File: src/rtl/mem_access_unit.sv
// Byte/halfword/word load-store adapter in front of a word-only data memory.
// Sub-word stores run as a two-cycle read-modify-write; misaligned accesses are suppressed and counted.
module mem_access_unit #(
    parameter int unsigned DATA_WIDTH = 32,
    parameter int unsigned CNT_WIDTH  = 8
) (
    input  logic                  CLK,
    input  logic                  RST,
    input  logic [DATA_WIDTH-1:0] Addr,
    input  logic [DATA_WIDTH-1:0] Store_Data,
    input  logic                  MemRead,
    input  logic                  MemWrite,
    input  logic [1:0]            Size,
    input  logic                  Unsigned,
    output logic [DATA_WIDTH-1:0] Load_Data,
    output logic                  Stall,
    output logic                  Misaligned,
    output logic [CNT_WIDTH-1:0]  Misaligned_Count,
    output logic [DATA_WIDTH-1:0] Mem_Address,
    output logic [DATA_WIDTH-1:0] Mem_Write_Data,
    output logic                  Mem_Read,
    output logic                  Mem_Write,
    input  logic [DATA_WIDTH-1:0] Mem_Read_Data
);

    typedef enum logic [0:0] {StIdle, StRmwWr} state_e;

    state_e                state_q;
    logic [DATA_WIDTH-1:0] merge_q;
    logic [DATA_WIDTH-1:0] addr_q;
    logic [CNT_WIDTH-1:0]  cnt_q;

    logic                  access;
    logic                  mis_access;
    logic                  sub_store;
    logic [DATA_WIDTH-1:0] word_addr;
    logic [7:0]            ld_byte;
    logic [15:0]           ld_half;
    logic [DATA_WIDTH-1:0] ld_ext;
    logic [3:0]            lane_en;
    logic [DATA_WIDTH-1:0] st_rep;
    logic [DATA_WIDTH-1:0] merged;

    assign access     = MemRead | MemWrite;
    assign mis_access = access && (state_q == StIdle) &&
                        (((Size == 2'b01) && Addr[0]) || (Size[1] && (Addr[1:0] != 2'b00)));
    assign sub_store  = MemWrite && !Size[1];
    assign word_addr  = {2'b00, Addr[DATA_WIDTH-1:2]};

    assign ld_byte = Mem_Read_Data[{Addr[1:0], 3'b000} +: 8];
    assign ld_half = Addr[1] ? Mem_Read_Data[31:16] : Mem_Read_Data[15:0];

    always_comb begin
        ld_ext = Mem_Read_Data;
        if (Size == 2'b00) begin
            ld_ext = Unsigned ? {{(DATA_WIDTH-8){1'b0}}, ld_byte}
                              : {{(DATA_WIDTH-8){ld_byte[7]}}, ld_byte};
        end else if (Size == 2'b01) begin
            ld_ext = Unsigned ? {{(DATA_WIDTH-16){1'b0}}, ld_half}
                              : {{(DATA_WIDTH-16){ld_half[15]}}, ld_half};
        end
    end

    // Replicate the store operand across all lanes, then pick lanes by enable.
    always_comb begin
        lane_en = 4'b0000;
        st_rep  = {2{Store_Data[15:0]}};
        if (Size == 2'b00) begin
            lane_en = 4'b0001 << Addr[1:0];
            st_rep  = {4{Store_Data[7:0]}};
        end else begin
            lane_en = Addr[1] ? 4'b1100 : 4'b0011;
        end
        for (int i = 0; i < 4; i++) begin
            merged[i*8 +: 8] = lane_en[i] ? st_rep[i*8 +: 8] : Mem_Read_Data[i*8 +: 8];
        end
    end

    always_ff @(posedge CLK or negedge RST) begin
        if (!RST) begin
            state_q <= StIdle;
            merge_q <= '0;
            addr_q  <= '0;
            cnt_q   <= '0;
        end else begin
            unique case (state_q)
                StIdle: begin
                    if (mis_access) begin
                        if (cnt_q != {CNT_WIDTH{1'b1}}) cnt_q <= cnt_q + 1'b1;
                    end else if (sub_store) begin
                        merge_q <= merged;
                        addr_q  <= word_addr;
                        state_q <= StRmwWr;
                    end
                end
                StRmwWr: state_q <= StIdle;
                default: state_q <= StIdle;
            endcase
        end
    end

    assign Misaligned_Count = cnt_q;

    always_comb begin
        Load_Data      = '0;
        Stall          = 1'b0;
        Misaligned     = 1'b0;
        Mem_Address    = '0;
        Mem_Write_Data = '0;
        Mem_Read       = 1'b0;
        Mem_Write      = 1'b0;
        if (RST) begin
            if (state_q == StRmwWr) begin
                Mem_Write      = 1'b1;
                Mem_Address    = addr_q;
                Mem_Write_Data = merge_q;
            end else begin
                Mem_Address = word_addr;
                Misaligned  = mis_access;
                if (!mis_access) begin
                    if (MemWrite && Size[1]) begin
                        Mem_Write      = 1'b1;
                        Mem_Write_Data = Store_Data;
                    end else if (MemWrite) begin
                        Mem_Read = 1'b1;
                        Stall    = 1'b1;
                    end else if (MemRead) begin
                        Mem_Read  = 1'b1;
                        Load_Data = ld_ext;
                    end
                end
            end
        end
    end

endmodule
File: config.mk
export PLATFORM = sky130hd
export DESIGN_NAME = mem_access_unit
export DESIGN_NICKNAME = d
export VERILOG_FILES = /design/src/rtl/mem_access_unit.sv
export SDC_FILE = /design/constraint.sdc
export NUM_CORES = 1
export LEC_CHECK = 0
export ABC_AREA = 1
export CAP_MARGIN = 20
export CORE_MARGIN = 2
export CORE_UTILIZATION = 57
export DETAILED_ROUTE_END_ITERATION = 7
export DONT_BUFFER_PORTS = 1
export GPL_ROUTABILITY_DRIVEN = 0
export PLACE_DENSITY = 0.72
export SYNTH_ARGS = -nofsm -noshare
export SYNTH_HDL_FRONTEND = slang
export SYNTH_SLANG_ARGS = --single-unit
export TNS_END_PERCENT = 10
File: constraint.sdc
create_clock -name CLK -period 1.9 [get_ports CLK]
set_input_delay 0.095 -clock CLK [delete_from_list [all_inputs] [get_ports CLK]]
set_output_delay 0.095 -clock CLK [all_outputs]
set_load 0.005 [all_outputs]
Word level (Yosys, flattened, before mapping)

Cells that the tools add are included.

Memories: 0
Input bits: 103
Logic and storage cells: 68
Output and inout bits: 108
Flip-flop bits (word level): 71
Latch bits: 0
Memory bits (read-only): 0
Bits in writable memories: 0

Equality and inequality tests: 2
Shifts and indexed selects: 2
$lt $le $gt $ge: 0
Muxes and demuxes: 44
$mul: 0
Bitwise gates (word level): 3
Add/subtract/negate cells: 1
Reduce and logical (&&, ||, !) cells: 12
Divide/modulo/power cells: 0

Operator list:

| operator                                        | number |
|---|---|
| 2-to-1 mux 32 bit                               | 15 |
| 2-to-1 mux 30 bit                               | 2 |
| 2-to-1 mux 8 bit                                | 4 |
| variable part select 32 x 6 -> 8 bit            | 1 |
| 2-to-1 mux 1 bit                                | 19 |
| 2-to-1 mux 16 bit                               | 1 |
| adder 8 x 1 -> 8 bit, second input constant     | 1 |
| 2-to-1 mux 4 bit                                | 2 |
| inequality test 8 bit, second input constant    | 1 |
| logical AND 1 bit                               | 6 |
| AND reduction 3 bit                             | 2 |
| << shifter 1 x 2 -> 4 bit, first input constant | 1 |
| == test 2 x 1 -> 1 bit, second input constant   | 1 |
| zero test 2 bit                                 | 1 |
| NOT 1 bit                                       | 2 |
| case mux 1 bit (2 select lines)                 | 1 |
| nonzero test 2 bit                              | 1 |
| zero test 1 bit                                 | 1 |
| logical OR 1 bit                                | 1 |
| OR 1 bit                                        | 1 |

Depth between registers and ports, before layout

Depth in word-level cells: 10
Depth in mapped cells: 10
Mapped depth without buffers: 9

Least setup slack after synthesis

No wires, ideal clock.

Path type: register to output
Start: reg state_q
End: out Load_Data[21]
Buffers on the path: 2
Required time: 1.805 ns
Setup slack: 0.414 ns
Data arrival time: 1.391 ns
Stages on the path, launching flop included: 8
Path through: dfrtp_1 > clkbuf_1 > inv_2 > nand4_1 > nor2_2 > nand2_2 > buf_2 > nor2_1

Word-level cells in the longest chain between the ends: 6

RTL lines:

| what                            | line | RTL |
|---|---|---|
| from (decl)                     | 28   | `state_e state_q;` |
| from (signal assigned)          | 81   | `state_q <= StIdle;` |
| from (signal assigned)          | 93   | `state_q <= StRmwWr;` |
| from (signal assigned)          | 96   | `StRmwWr: state_q <= StIdle;` |
| NOT 1 bit (no source line)      | n/a  |  |
| logical AND 1 bit (2 in series) | 45   | `assign mis_access = access && (state_q == StIdle) &&` |
| 2-to-1 mux 32 bit               | 120  | `if (!mis_access) begin` |
| 2-to-1 mux 32 bit *             | 113  | `if (state_q == StRmwWr) begin` |
| 2-to-1 mux 32 bit *             | 112  | `if (RST) begin` |
| to (decl)                       | 15   | `output logic [DATA_WIDTH-1:0] Load_Data,` |

Mark *: on every way between the ends. The rest lies on a longest branch, timed or not.

Worst setup path after layout

Start: reg state_q
End: out Load_Data[0]

Same word-level chain as after synthesis.

==> flow_summary.json <==
{
  "status": "finished, final reports clean",
  "kind_of_launch_point_of_the_worst_setup_path": "register",
  "vias_per_cell": 5.70,
  "dominantRegCellSynth": "sky130_fd_sc_hd__dfrtp_1",
  "htreeDepth": 3,
  "parity_gate_share_of_the_synthesized_area_counting_xor_and_xnor_cells": 0.00689,
  "crit_path_max_fanout": 6,
  "synth_compound_gate_area_share": 0.206,
  "share_clk_of_total_power": 0.250,
  "layout_min_cycle_time_ns": 1.84,
  "finish.instance_area_um2": 5880,
  "fin_skew_ns": 0.0154,
  "grt_pass1_wl_um": 24700,
  "totalNegativeSetupSlack_ns": 0,
  "tritoncts_buffers": 9,
  "vdd_drop_max_mv": 0.402,
  "sequentialPowerShare": 0.477,
  "hold_viol": 0,
  "hp-class": "input port to register",
  "critPathArrivalTime_ns": 1.75,
  "top_area_cell_type_share_of_the_netlist_area": 0.350,
  "setup_violations": 0,
  "floorplan.die.width_um": 98.4,
  "post-route-util": 0.677,
  "layout_worst_path_cycle_share": 0.971,
  "start_util": 0.586,
  "worst_skew_pair.late_latency_ns": 0.35,
  "floorplan.die.height_um": 98.4,
  "port_buffers": 0,
  "final.hold.worst_slack_ns": 0.0218,
  "dp_cell_count": 910,
  "synth_area_per_cell_um2": 6.15,
  "post_synth_top_area_cell": "sky130_fd_sc_hd__dfrtp_1",
  "layoutNonFillerInstCount": 970,
  "pre_cts_slack_ns": 0.280,
  "grt_start_max_net_pins": 77,
  "fp.coreArea_um2": 8680,
  "combinationalPowerShare": 0.273,
  "p_leak_nw": 3.08,
  "netlist_instances": 826,
  "detailroute.via_count": 5532,
  "clock-root-buffer": "sky130_fd_sc_hd__clkbuf_8",
  "top_level_ports": 211,
  "globalRouteTotalUtil": 0.317,
  "placedInstanceArea_um2": 5190,
  "synth-async-reset-ratio": 1.00,
  "cts_tree": "done",
  "power_mw": 4.30,
  "die_area_um2": 9690,
  "synth_seq_cells": 71,
  "power.density_cell_area_nw_per_um2": 731,
  "first_pass_iters": 5,
  "insertedDiodeCount": 0,
  "post_synth_mux_area_share": 0.0158,
  "drc_errors": 0,
  "synth_cell_types": 27,
  "switching_part_of_the_total_power": 0.349,
  "fillerInstances": 747,
  "synth_top_family_by_area": "simple AND/OR/NAND/NOR gates",
  "dpl.hpwl_um": 10700,
  "fin_nets": 962,
  "layout-area-overhead-vs-synth_pct": 15.7,
  "worst_ep_required_time_ns": 1.80,
  "syn_area_um2": 5080,
  "grt_overflow_total": 0,
  "max-slew-margin-rel": 0.644,
  "maxSlewViolCount": 0,
  "timing_worst_setup_path_type": "register to primary output",
  "first_global_vias": 5109,
  "postLayoutSetupSlackWorst_ns": 0.0552,
  "switching_power_mw": 1.50,
  "synth-warning-count": 0,
  "drive_above_1_share": 0.0708,
  "yosys-top-cells-count": "269 x sky130_fd_sc_hd__nand2_1, 140 x sky130_fd_sc_hd__o21ai_0, 99 x sky130_fd_sc_hd__inv_1",
  "worst_pin_slew_ns": 0.533,
  "synth-simple-area-share": 0.297,
  "cts_sink_cnt": 71,
  "routed_wire_length_per_instance_um": 16.4,
  "rsz_0062_raised_after_global_routing": "true",
  "drt_iter0_drc": 504,
  "drtAntennaViolNets": 0,
  "cts.clk_slew.worst_paths_ns": 0.08,
  "synthMostInstantiatedCell": "sky130_fd_sc_hd__nand2_1",
  "power.internal_mw": 2.80,
  "setup.worst_path.end_class": "primary output",
  "detail_route.wirelength_um": 15900,
  "row_count": 34,
  "cts-root-to-sink-buffers": 2,
  "cap_viol_max_count": 0,
  "max_freq_ghz": 0.542,
  "synth_top_cells_by_area": "sky130_fd_sc_hd__dfrtp_1 35%, sky130_fd_sc_hd__nand2_1 20%, sky130_fd_sc_hd__o21ai_0 14%, sky130_fd_sc_hd__inv_1 7.3%, sky130_fd_sc_hd__nor2_1 5.2%",
  "yosysSeqAreaShare": 0.350,
  "number_of_antenna_violations_at_the_first_check_in_global_routing": 0,
  "synth_edf_count": 0,
  "synth-adder-area-share": 0.00246
}
[cells in the final DEF, fill, tap and decap left out, types with 5 or more instances in the layout]
master,instances
sky130_fd_sc_hd__mux2i_1,8
sky130_fd_sc_hd__clkbuf_8,10
sky130_fd_sc_hd__o21ai_0,140
sky130_fd_sc_hd__nand3_1,28
sky130_fd_sc_hd__nor2_1,68
sky130_fd_sc_hd__o22ai_1,5
sky130_fd_sc_hd__inv_2,5
sky130_fd_sc_hd__dlygate4sd3_1,39
sky130_fd_sc_hd__inv_1,99
sky130_fd_sc_hd__nand2_1,268
sky130_fd_sc_hd__buf_4,24
sky130_fd_sc_hd__dfrtp_1,70
sky130_fd_sc_hd__a21oi_1,39
sky130_fd_sc_hd__o21ai_1,19
sky130_fd_sc_hd__nor3_1,6
[worst paths after layout]
path,slack [ns],cells past startpoint,from,end
setup / recovery,0.06,6,state_q,Load_Data[0]
hold / removal,0.02,4,Store_Data[3],merge_q[19]
setup reg to reg,0.34,6,Misaligned_Count[0],Misaligned_Count[5]
hold reg to reg,0.48,2,merge_q[14],merge_q[14]
max in group asynchronous,1.30,2,RST,state_q
min in group asynchronous,0.29,2,RST,Misaligned_Count[3]
[sequential cells by signal (all words and copies together), names as in the netlist]
register / cells
state_q: 1
Misaligned_Count: 8
merge_q: 32
addr_q: 30
[per-layer routing]
metal	global-route usage	up-vias	wire length, µm
li1	-	2665	-
met1	0.389	2487	6200
met2	0.526	327	7530
met3	0.0766	53	1580
met4	0.151	0	609
met5	0	-	0
[area by class of cell]
class | count | area (µm²) | area share
multi-input cells | 604 | 2730 | 0.464
flip-flops and latches | 71 | 1780 | 0.302
repair buffers | 68 | 678 | 0.115
inverters | 104 | 390 | 0.0664
clock buffers | 10 | 138 | 0.0234
well taps | 108 | 135 | 0.0230
clock inverters | 5 | 35.0 | 0.00596
[cells by family (layout without fill, tap and decap cells)]
family          after synthesis  count (layout)
other cells                   1               2
simple gates                384             384
compound gates              205             205
buf+inv                     152             187
fa+ha+maj                     1               1
flops                        71              71
xor+xnor                      4               4
mux                           8               8
[worst max-delay path: stages, from the launching register on]
cell and delay, ns:
sky130_fd_sc_hd__dfrtp_2 0.45, sky130_fd_sc_hd__inv_2 0.10, sky130_fd_sc_hd__nand4_1 0.15, sky130_fd_sc_hd__nor2_4 0.28, sky130_fd_sc_hd__buf_4 0.18, sky130_fd_sc_hd__nand2_1 0.06, sky130_fd_sc_hd__nor2_1 0.19
[power by group through the flow]
stage	logic, mW	registers [mW]	clock network, mW
after floorplan	0.851	2.00	0
after global placement	0.987	2.06	0
after detailed placement	1.02	2.08	0
after CTS	1.14	2.05	1.11
after global routing	1.34	2.09	1.16
final	1.17	2.05	1.07
[timing repair]
| action | in CTS | in global routing |
|---|---|---|
| hold buffers | 40 | 0 |
| cloned | 0 | 1 |
| pin swaps | 0 | 3 |
| resized for setup | 4 | 8 |
| buffers inserted | 0 | 4 |
| hold endpoints to repair | 112 | 0 |
| setup endpoints to repair | 29 | 33 |
(Power assumes the default switching activity.)
